==> src/rtl/regfile_pkg.sv <==
// Shared defaults and helpers for the scoreboarded register file.
// No logic; no latency; no backpressure.
// Holds the zero-register index and the packed-port slicing helper.
package regfile_pkg;

    localparam int DEF_DATA_W = 32;
    localparam int DEF_ADDR_W = 5;
    localparam int REG_ZERO   = 0;

    // Low bit of port `idx` inside a bus packed as NUM_RD fields of `width` bits.
    function automatic int slice_lo(input int idx, input int width);
        return idx * width;
    endfunction

endpackage

==> src/rtl/regfile_rd_port.sv <==
// One read port: zero register, write-through bypass and busy masking.
// Latency: purely combinational.
// Backpressure: none; the port always answers in the same cycle.
module regfile_rd_port
    import regfile_pkg::*;
#(
    parameter int DATA_W = DEF_DATA_W,
    parameter int ADDR_W = DEF_ADDR_W,
    parameter int BYPASS = 1
) (
    input  logic [ADDR_W-1:0] rd_addr,
    input  logic              wr_act,
    input  logic [ADDR_W-1:0] wr_addr,
    input  logic [DATA_W-1:0] wr_data,
    input  logic [DATA_W-1:0] arr_data,
    input  logic              busy_bit,
    output logic [DATA_W-1:0] rd_data,
    output logic              rd_busy
);

    logic is_zero;
    logic wr_hit;

    assign is_zero = (rd_addr == ADDR_W'(REG_ZERO));
    assign wr_hit  = (BYPASS != 0) && wr_act && (wr_addr == rd_addr);

    always_comb begin
        rd_data = arr_data;
        rd_busy = busy_bit;
        if (is_zero) begin
            rd_data = '0;
            rd_busy = 1'b0;
        end else if (wr_hit) begin
            // Producer retires this cycle, so the consumer no longer has to wait.
            rd_data = wr_data;
            rd_busy = 1'b0;
        end
    end

endmodule

==> src/rtl/regfile_sb.sv <==
// N-read / 1-write register file with hardwired r0 and a per-register busy scoreboard.
// Latency: reads combinational, writes and busy updates land on the next rising edge.
// Backpressure: none; decode stalls itself by watching rd_busy.
module regfile_sb
    import regfile_pkg::*;
#(
    parameter int DATA_W = DEF_DATA_W,
    parameter int ADDR_W = DEF_ADDR_W,
    parameter int NUM_RD = 2,
    parameter int BYPASS = 1
) (
    input  logic                     clk,
    input  logic                     rst_n,
    input  logic [NUM_RD*ADDR_W-1:0] rd_addr,
    output logic [NUM_RD*DATA_W-1:0] rd_data,
    output logic [NUM_RD-1:0]        rd_busy,
    input  logic                     wr_en,
    input  logic [ADDR_W-1:0]        wr_addr,
    input  logic [DATA_W-1:0]        wr_data,
    input  logic                     mark_en,
    input  logic [ADDR_W-1:0]        mark_addr,
    input  logic                     flush,
    output logic [ADDR_W:0]          busy_cnt
);

    localparam int DEPTH = 1 << ADDR_W;

    logic [DATA_W-1:0] mem [DEPTH];
    logic [DEPTH-1:0]  busy;
    logic [DEPTH-1:0]  busy_nxt;
    logic [ADDR_W:0]   cnt_nxt;
    logic              wr_act;
    logic              wr_ok;
    logic              mark_ok;

    // Bypass must stay silent while in reset so every port reads zero.
    assign wr_act  = wr_en & rst_n;
    assign wr_ok   = wr_en && (wr_addr != ADDR_W'(REG_ZERO));
    assign mark_ok = mark_en && (mark_addr != ADDR_W'(REG_ZERO));

    always_ff @(posedge clk or negedge rst_n) begin
        if (!rst_n) begin
            for (int i = 0; i < DEPTH; i++) begin
                mem[i] <= '0;
            end
        end else if (wr_ok) begin
            mem[wr_addr] <= wr_data;
        end
    end

    // Mark is applied after the clear so a newer producer wins over a retiring one.
    always_comb begin
        busy_nxt = busy;
        if (wr_ok) begin
            busy_nxt[wr_addr] = 1'b0;
        end
        if (mark_ok) begin
            busy_nxt[mark_addr] = 1'b1;
        end
        if (flush) begin
            busy_nxt = '0;
        end
        busy_nxt[REG_ZERO] = 1'b0;
    end

    always_comb begin
        cnt_nxt = '0;
        for (int i = 0; i < DEPTH; i++) begin
            cnt_nxt = cnt_nxt + (ADDR_W+1)'(busy_nxt[i]);
        end
    end

    always_ff @(posedge clk or negedge rst_n) begin
        if (!rst_n) begin
            busy     <= '0;
            busy_cnt <= '0;
        end else begin
            busy     <= busy_nxt;
            busy_cnt <= cnt_nxt;
        end
    end

    for (genvar g = 0; g < NUM_RD; g++) begin : g_rd
        logic [ADDR_W-1:0] addr;

        assign addr = rd_addr[slice_lo(g, ADDR_W) +: ADDR_W];

        regfile_rd_port #(
            .DATA_W (DATA_W),
            .ADDR_W (ADDR_W),
            .BYPASS (BYPASS)
        ) u_port (
            .rd_addr  (addr),
            .wr_act   (wr_act),
            .wr_addr  (wr_addr),
            .wr_data  (wr_data),
            .arr_data (mem[addr]),
            .busy_bit (busy[addr]),
            .rd_data  (rd_data[slice_lo(g, DATA_W) +: DATA_W]),
            .rd_busy  (rd_busy[g])
        );
    end

endmodule

==> config.mk <==
export PLATFORM = sky130hd
export DESIGN_NAME = regfile_sb
export DESIGN_NICKNAME = d
export VERILOG_FILES = /design/src/rtl/regfile_pkg.sv /design/src/rtl/regfile_rd_port.sv /design/src/rtl/regfile_sb.sv
export SDC_FILE = /design/constraint.sdc
export NUM_CORES = 2
export LEC_CHECK = 0
export ABC_CLOCK_PERIOD_IN_PS = 9500
export BUFFER_PORTS_ARGS = -buffer_cell sky130_fd_sc_hd__buf_2
export CELL_PAD_IN_SITES_DETAIL_PLACEMENT = 0
export CELL_PAD_IN_SITES_GLOBAL_PLACEMENT = 1
export CORE_UTILIZATION = 40
export CTS_BUF_LIST = sky130_fd_sc_hd__clkbuf_2 sky130_fd_sc_hd__clkbuf_4 sky130_fd_sc_hd__clkbuf_8
export DETAILED_ROUTE_END_ITERATION = 8
export HOLD_SLACK_MARGIN = 0.08
export PLACE_DENSITY = 0.67
export SLEW_MARGIN = 20
export SYNTH_ARGS = -nofsm -noshare
export SYNTH_HDL_FRONTEND = slang
export SYNTH_SLANG_ARGS = --single-unit
==> constraint.sdc <==
create_clock -name clk -period 9.5 [get_ports clk]
set_input_delay 0.95 -clock clk [delete_from_list [all_inputs] [get_ports clk]]
set_output_delay 0.95 -clock clk [all_outputs]
set_load 0.05 [all_outputs]
# ---- Yosys cells after proc, flatten, opt, wreduce, memory -nomap -nowiden
# Cells that the tools add are included.
# Widths: inputs -> output; s select.
dict set report totals {
  wordCells 122
  reg_bits 1061
  inputBits 57
  out_inout_bits 72
}
dict set report classes {
  eq_ne 2
  n_mux 28
  n_reduce_logical 11
  addsub 30
  magnitude_cmp 10
  bitwise 7
}
# operator count
set ops {}
lappend ops {{$bwmux 1024} 1}
lappend ops {{$mux 32} 12}
lappend ops {{$bmux 32 s5} 2}
lappend ops {{$demux 32 s5} 1}
lappend ops {{$add 6x1->6} 25}
lappend ops {{$and 32x32->32} 1}
lappend ops {{$not 32->32} 1}
lappend ops {{$or 32x32->32} 1}
lappend ops {{$lt 5x6->1 const B} 4}
lappend ops {{$ge 6x6->1 const B} 3}
lappend ops {{$not 5->6} 3}
lappend ops {{$bmux 1 s5} 2}
lappend ops {{$demux 1 s5} 2}
lappend ops {{$eq 5x5->1} 2}
lappend ops {{$ge 5x1->1 const B} 2}
lappend ops {{$logic_not 5->1} 2}
lappend ops {{$reduce_bool 5->1} 2}
lappend ops {{$mux 1} 8}
lappend ops {{$logic_and 1x1->1} 7}
lappend ops {{$add 5x1->6} 1}
lappend ops {{$lt 6x1->1 const B} 1}
lappend ops {{$add 4x1->5} 1}
lappend ops {{$add 3x1->4} 1}
lappend ops {{$add 2x1->3} 1}
lappend ops {{2 further kinds} 2}

# ---- Logic depth before layout (Yosys ltp)
dict set report logic_depth {
  depth_word 40
  ltp_mapped 23
  mapped_depth_nobuf 21
}

# ---- Hierarchy
# Synthesis repeated with hierarchy kept, for this count alone.
dict set report unflattened {
  hier_cells 4053
  hier_area_um2 57498.9
}
# module instances area_each_um2 cells_each
set modules_own_cells {}
lappend modules_own_cells {regfile_sb 1 55942.4 3801}
lappend modules_own_cells {regfile_rd_port 2 778.2 126}

# ---- Least setup slack after synthesis
# Ideal clock, no wire load.
dict set report synth_path {
  path_type {input -> register}
  startpoint {in wr_addr[3]}
  endpoint {reg busy_cnt[4]}
  setup_time_ps 80
  required_ps 9420
  path_slack_ps 3003
  stages 19
  path_buffers 2
  arrival_time_ps 6417
  path_cell_list {buf_2 -> nor3b_1 -> nand2_1 -> clkbuf_1 -> a22oi_1 -> nor2_1 -> fa_1 -> inv_1 -> fa_1 -> fa_1 -> fa_1 -> fa_1 -> fa_1 -> inv_1 -> fa_1 -> fa_1 -> a21o_1 -> a21oi_1 -> xnor2_1}
}
dict set report synth_between {
  elab_cells_between_ends 43
}
# item line_no
set synth_lines {}
lappend synth_lines {{start, declared} regfile_sb.sv:18} ;# input logic [ADDR_W-1:0] wr_addr,
lappend synth_lines {{$lt 5x6->1 (not written as such) or $ge 5x1->1 (tied branches)} regfile_sb.sv:55} ;# busy_nxt[wr_addr] = 1'b0;
lappend synth_lines {{$logic_and 1x1->1 (not written as such)} regfile_sb.sv:55}
lappend synth_lines {{$mux 1 (not written as such)} regfile_sb.sv:55}
lappend synth_lines {{$demux 1 s5} regfile_sb.sv:55}
lappend synth_lines {{$not 32->32 (no line)} n/a}
lappend synth_lines {{$and 32x32->32 (no line)} n/a}
lappend synth_lines {{$mux 32 *} regfile_sb.sv:54} ;# if (wr_ok) begin
lappend synth_lines {{$or 32x32->32 (no line)} n/a}
lappend synth_lines {{$mux 32 *} regfile_sb.sv:57} ;# if (mark_ok) begin
lappend synth_lines {{$mux 32 *} regfile_sb.sv:60} ;# if (flush) begin
lappend synth_lines {{net busy_nxt[8]} regfile_sb.sv:30} ;# logic [DEPTH-1:0] busy_nxt;
lappend synth_lines {{$add 6x1->6 * (24 in a row)} regfile_sb.sv:69} ;# cnt_nxt = cnt_nxt + (ADDR_W+1)'(busy_nxt[i]);
lappend synth_lines {{net cnt_nxt[4]} regfile_sb.sv:31} ;# logic [ADDR_W:0] cnt_nxt;
lappend synth_lines {{end signal, assigned} regfile_sb.sv:79} ;# busy_cnt <= cnt_nxt;
lappend synth_lines {{end, declared} regfile_sb.sv:23} ;# output logic [ADDR_W:0] busy_cnt
# The timed path passes the listed nets; every way through them passes the cells marked *.
# A chain may end at the register's enable or synchronous reset.

# ---- Worst setup path in the final report
dict set report layout_path {
  startpoint {in wr_addr[1]}
  endpoint {reg busy_cnt[4]}
}
dict set report layout_between {
  elab_chain_len 40
  elab_cells_between_ends 43
}
# item line_no
set layout_lines {}
lappend layout_lines {{$lt 5x6->1 (not written as such) or $ge 5x1->1 (tied branches)} regfile_sb.sv:55}
lappend layout_lines {{$logic_and 1x1->1 (not written as such)} regfile_sb.sv:55}
lappend layout_lines {{$mux 1 (not written as such)} regfile_sb.sv:55}
lappend layout_lines {{$demux 1 s5} regfile_sb.sv:55}
lappend layout_lines {{$not 32->32 (no line)} n/a}
lappend layout_lines {{$and 32x32->32 (no line)} n/a}
lappend layout_lines {{$mux 32 *} regfile_sb.sv:54}
lappend layout_lines {{$or 32x32->32 (no line)} n/a}
lappend layout_lines {{[... 2 more ...]} n/a}
lappend layout_lines {{$add 1x1->2} regfile_sb.sv:69}
lappend layout_lines {{$add 2x1->3} regfile_sb.sv:69}
lappend layout_lines {{$add 3x1->4} regfile_sb.sv:69}
lappend layout_lines {{$add 4x1->5} regfile_sb.sv:69}
lappend layout_lines {{$add 5x1->6} regfile_sb.sv:69}
lappend layout_lines {{$add 6x1->6 (24 in a row)} regfile_sb.sv:69}
lappend layout_lines {{$add 6x1->6 *} regfile_sb.sv:69}
lappend layout_lines {{net cnt_nxt[4]} regfile_sb.sv:31}
# Marks and branches as above.

==> impl_metrics.csv <==
group,metric,value,unit
synthesis,synth_largest_area_cell,"dfrtp_1",
synthesis,synth_mux_area_frac,0.417,
critical_path,reg2reg_depth,17,
sta,finClkSkew,0.00978,ns
synthesis,synth_nets,3942,
sta,max_freq,153,MHz
worst_hold_path,hp-class,"reg2reg",
power_and_ir_drop,p_seq_frac,0.449,
synthesis,synth_top_cell_area_share,0.463,
global_routing,grt_usage,0.275,
route,antenna_left,0,
power_and_ir_drop,intPower,9420,µW
clocking,cts_tree,"yes",
critical_path,cpPeakStageDelay,0.71,ns
sta,period_share,0.688,
floorplan,start_util,0.404,
power_and_ir_drop,power.switching,3830,µW
synthesis,synthAdderAreaFrac,0.00955,
layout,final_net_count,3913,
critical_path,cp_max_fo,33,
clocking,path_clk_slew,0.06,ns
critical_path,required,10.34,ns
floorplan,core-area,0.142,mm²
synthesis,synthCells,3855,
synthesis,ys_types,63,
sta,timing.final.ws_setup,2.96,ns
clocking,h-tree-depth,4,
global_routing,first_global_vias,38455,
critical_path,crit_start,"wr_addr[1]",
critical_path,crit_slowest_cell,"nand2_4",
route,vias_per_cell,6.38,
critical_path,path_cells,"buf_2 > nand2_1 > nor2_1 > nand2_4 > nand2_1 > a21o_1 > fa_1 > fa_1 > inv_1 > fa_1 > inv_1 > fa_1 > fa_1 > fa_1 > inv_1 > fa_1 > fa_1 > a21o_1 > a21oi_1 > xnor2_1",
clocking,numCtsBuffers,181,
global_routing,grt_max_degree,137,
sta,min_period,6.54,ns
critical_path,timing.rr.end,"busy_cnt[4]",
global_routing,antenna_found_initial,24,
route,first_pass_iters,6,
layout,final_cell_mix,"dfrtp_1, mux2_2, mux4_2, clkbuf_8, buf_2",
clocking,cts_resized,0,
floorplan,rows,138,
floorplan,die_h,381,µm
critical_path,crit_type,"in2reg",
sta,tightest_slew,1.14,ns
floorplan,dieArea,0.145,mm²
clocking,clock_latency,0.93,ns
sta,slew_viol_final,0,
power_and_ir_drop,power.total,13300,µW
power_and_ir_drop,ir_worst_vdd,0.151,mV
global_routing,grt_pass1_wl,287000,µm
critical_path,worstPathArrival,7.38,ns
critical_path,critPathCapture,"busy_cnt[4]",
power_and_ir_drop,power_leakage,0.0275,µW
critical_path,path_buf_inv,4,
synthesis,ys_seq_area_frac,0.463,
critical_path,cp_common_cell,"fa_1",
layout,final_common_cell,"dfrtp_1",
synthesis,yosysWarnings,0,
power_and_ir_drop,combPwrFrac,0.213,
critical_path,worstReg2RegStart,"busy[26]",
critical_path,endpoint_kind,"flop",
sta,timing.setup.tns,0,ns
synthesis,synth_area_leaders,"dfrtp_1, mux4_2, mux2_2",
synthesis,syn-cell-area,0.0574,mm²
power_and_ir_drop,p_per_area,209,mW/mm²
placement,port_buffers,128,
critical_path,cp-start-kind,"primary input",
placement,place_congestion,0.871,
critical_path,rrSetupSlack,4.17,ns
synthesis,synth-xor-area-share,0.00198,
global_routing,grt-ovfl-total,0,
synthesis,synth_flop_cell,"dfrtp_1",
power_and_ir_drop,p_sw_frac,0.289,
run_status,status,"complete, no violations",
synthesis,synth_compound_area_frac,0.0511,
route,wire_per_inst,33.7,µm
power_and_ir_drop,clkPwrFrac,0.338,
placement,dp_hpwl,109000,µm
clocking,cts-root-buf,"clkbuf_8",
sta,maxSlewHeadroom,0.237,
floorplan,io_pins,129,
layout,drive_gt1_frac,0.535,
synthesis,synth-edff-count,0,
sta,setup_viol,0,
floorplan,die_w,381,µm
flow_run,cap_viol_max_count,0,
critical_path,crit_cells,20,
synthesis,async_reset_ff_frac,1.00,
synthesis,synth-simple-area-share,0.0209,
route,vias,37427,
route,drt_iter0_drc,3725,
clocking,cts.path.max_buffers,3,
route,wirelength,198000,µm
synthesis,avgSynthCellArea,14.9,µm²
synthesis,synth_top_family_by_area,"multiplexers",
sta,hold_viol_final,0,
clocking,cts_sinks,1061,
placement,dp_slack,2.05,ns
layout,syn_to_final_growth,10.7,%
synthesis,ys_ff_latch,1061,
critical_path,crit_family,"adder cells",
sta,rsz0062_at_grt,"false",
route,drc_errors,0,
==> layer usage <==
layer | part of all wire | vias to the layer above | global-route usage
met5 | 0.00036 | - | 0
met4 | 0.034 | 10 | 0.0910
met2 | 0.44 | 1742 | 0.408
met1 | 0.43 | 20387 | 0.396
li1 | - | 14892 | -
met3 | 0.091 | 396 | 0.0680
==> synthesized netlist by cell type (all sizes together), types with 9 or more instances <==
cell / n
dfrtp: 1061
a22oi: 113
buf: 232
o221ai: 11
inv: 37
o21bai: 9
o21ai: 32
nor2: 70
nor2b: 28
nand2: 71
nor3: 18
a211oi: 46
mux4: 514
a22o: 28
a21o: 15
clkbuf: 204
xnor2: 9
fa: 23
a21oi: 76
mux2i: 104
nand3: 20
o22ai: 31
a221o: 26
mux2: 1003
==> stage by stage <==
| step | instances | util | area [µm²] | hold WS [ns] |
|---|---|---|---|---|
| 2_1_floorplan | 3855 | - | 57400 | 0.441 |
| 3_3_place_gp | 5531 | 0.420 | 59600 | 0.377 |
| 3_5_place_dp | 5532 | 0.420 | 59600 | 0.383 |
| 4_1_cts | 5859 | 0.447 | 63500 | 0.398 |
| 5_1_grt | 5865 | 0.448 | 63500 | 0.408 |
| 6_report | 5870 | 0.448 | 63500 | 0.395 |
==> cells by family after synthesis <==
kind of cell / count (synthesis)
compound gates: 412
xor+xnor: 13
fa+ha+maj: 30
buf+inv: 473
flops: 1061
mux: 1621
simple gates: 245
==> final cells by class <==
class	count	area, µm²
fillers	12826	78400
repair buffers	224	1520
diodes	11	27.5
clock buffers	304	3720
multi-input cells	2321	29000
clock inverters	22	189
flip-flops and latches	1061	26600
well taps	1890	2360
inverters	37	139
==> worst register-to-register path: cells and delay by family (launching register included) <==
kind	cells	cell delay, ns
adder cells (fa/ha/maj)	8	3.91
AO/OA/AOI/OAI	4	0.60
flip-flops	1	0.39
buffers and inverters	4	0.22
XOR/XNOR	1	0.14
==> what timing repair did <==
item	4_1_cts	5_1_grt
setup buffers	0	0
endpoints found under the setup margin	0	0
endpoints found under the hold margin	38	0
hold buffers	1	0
==> worst min-delay path by stage <==
| stage | startpoint | to | slack (ns) | depth (start not counted) |
|---|---|---|---|---|
| 5_1_grt | mem[1013] | mem[1013] | 0.41 | 0 |
| 3_5_place_dp | mem[996] | mem[996] | 0.38 | 0 |
| 4_1_cts | mem[998] | mem[998] | 0.40 | 0 |
| 3_3_place_gp | mem[1015] | mem[1015] | 0.38 | 0 |
| 2_1_floorplan | mem[1000] | mem[1000] | 0.44 | 1 |
| 6_report | mem[1021] | mem[1021] | 0.40 | 0 |
==> sequential cells by signal, indices dropped and copies added, names as in the netlist <==
signal,flops
busy,31
busy_cnt,6
mem,1024
==> power groups by stage <==
stage	Combinational (µW)	Sequential [µW]	Clock [µW]
floorplan	2180	5800	0
global placement	2780	5980	0
detailed placement	2830	6010	0
CTS	2830	5930	4560
global route	3010	6070	4780
finish	2830	5950	4490
(Power assumes the default switching activity.)
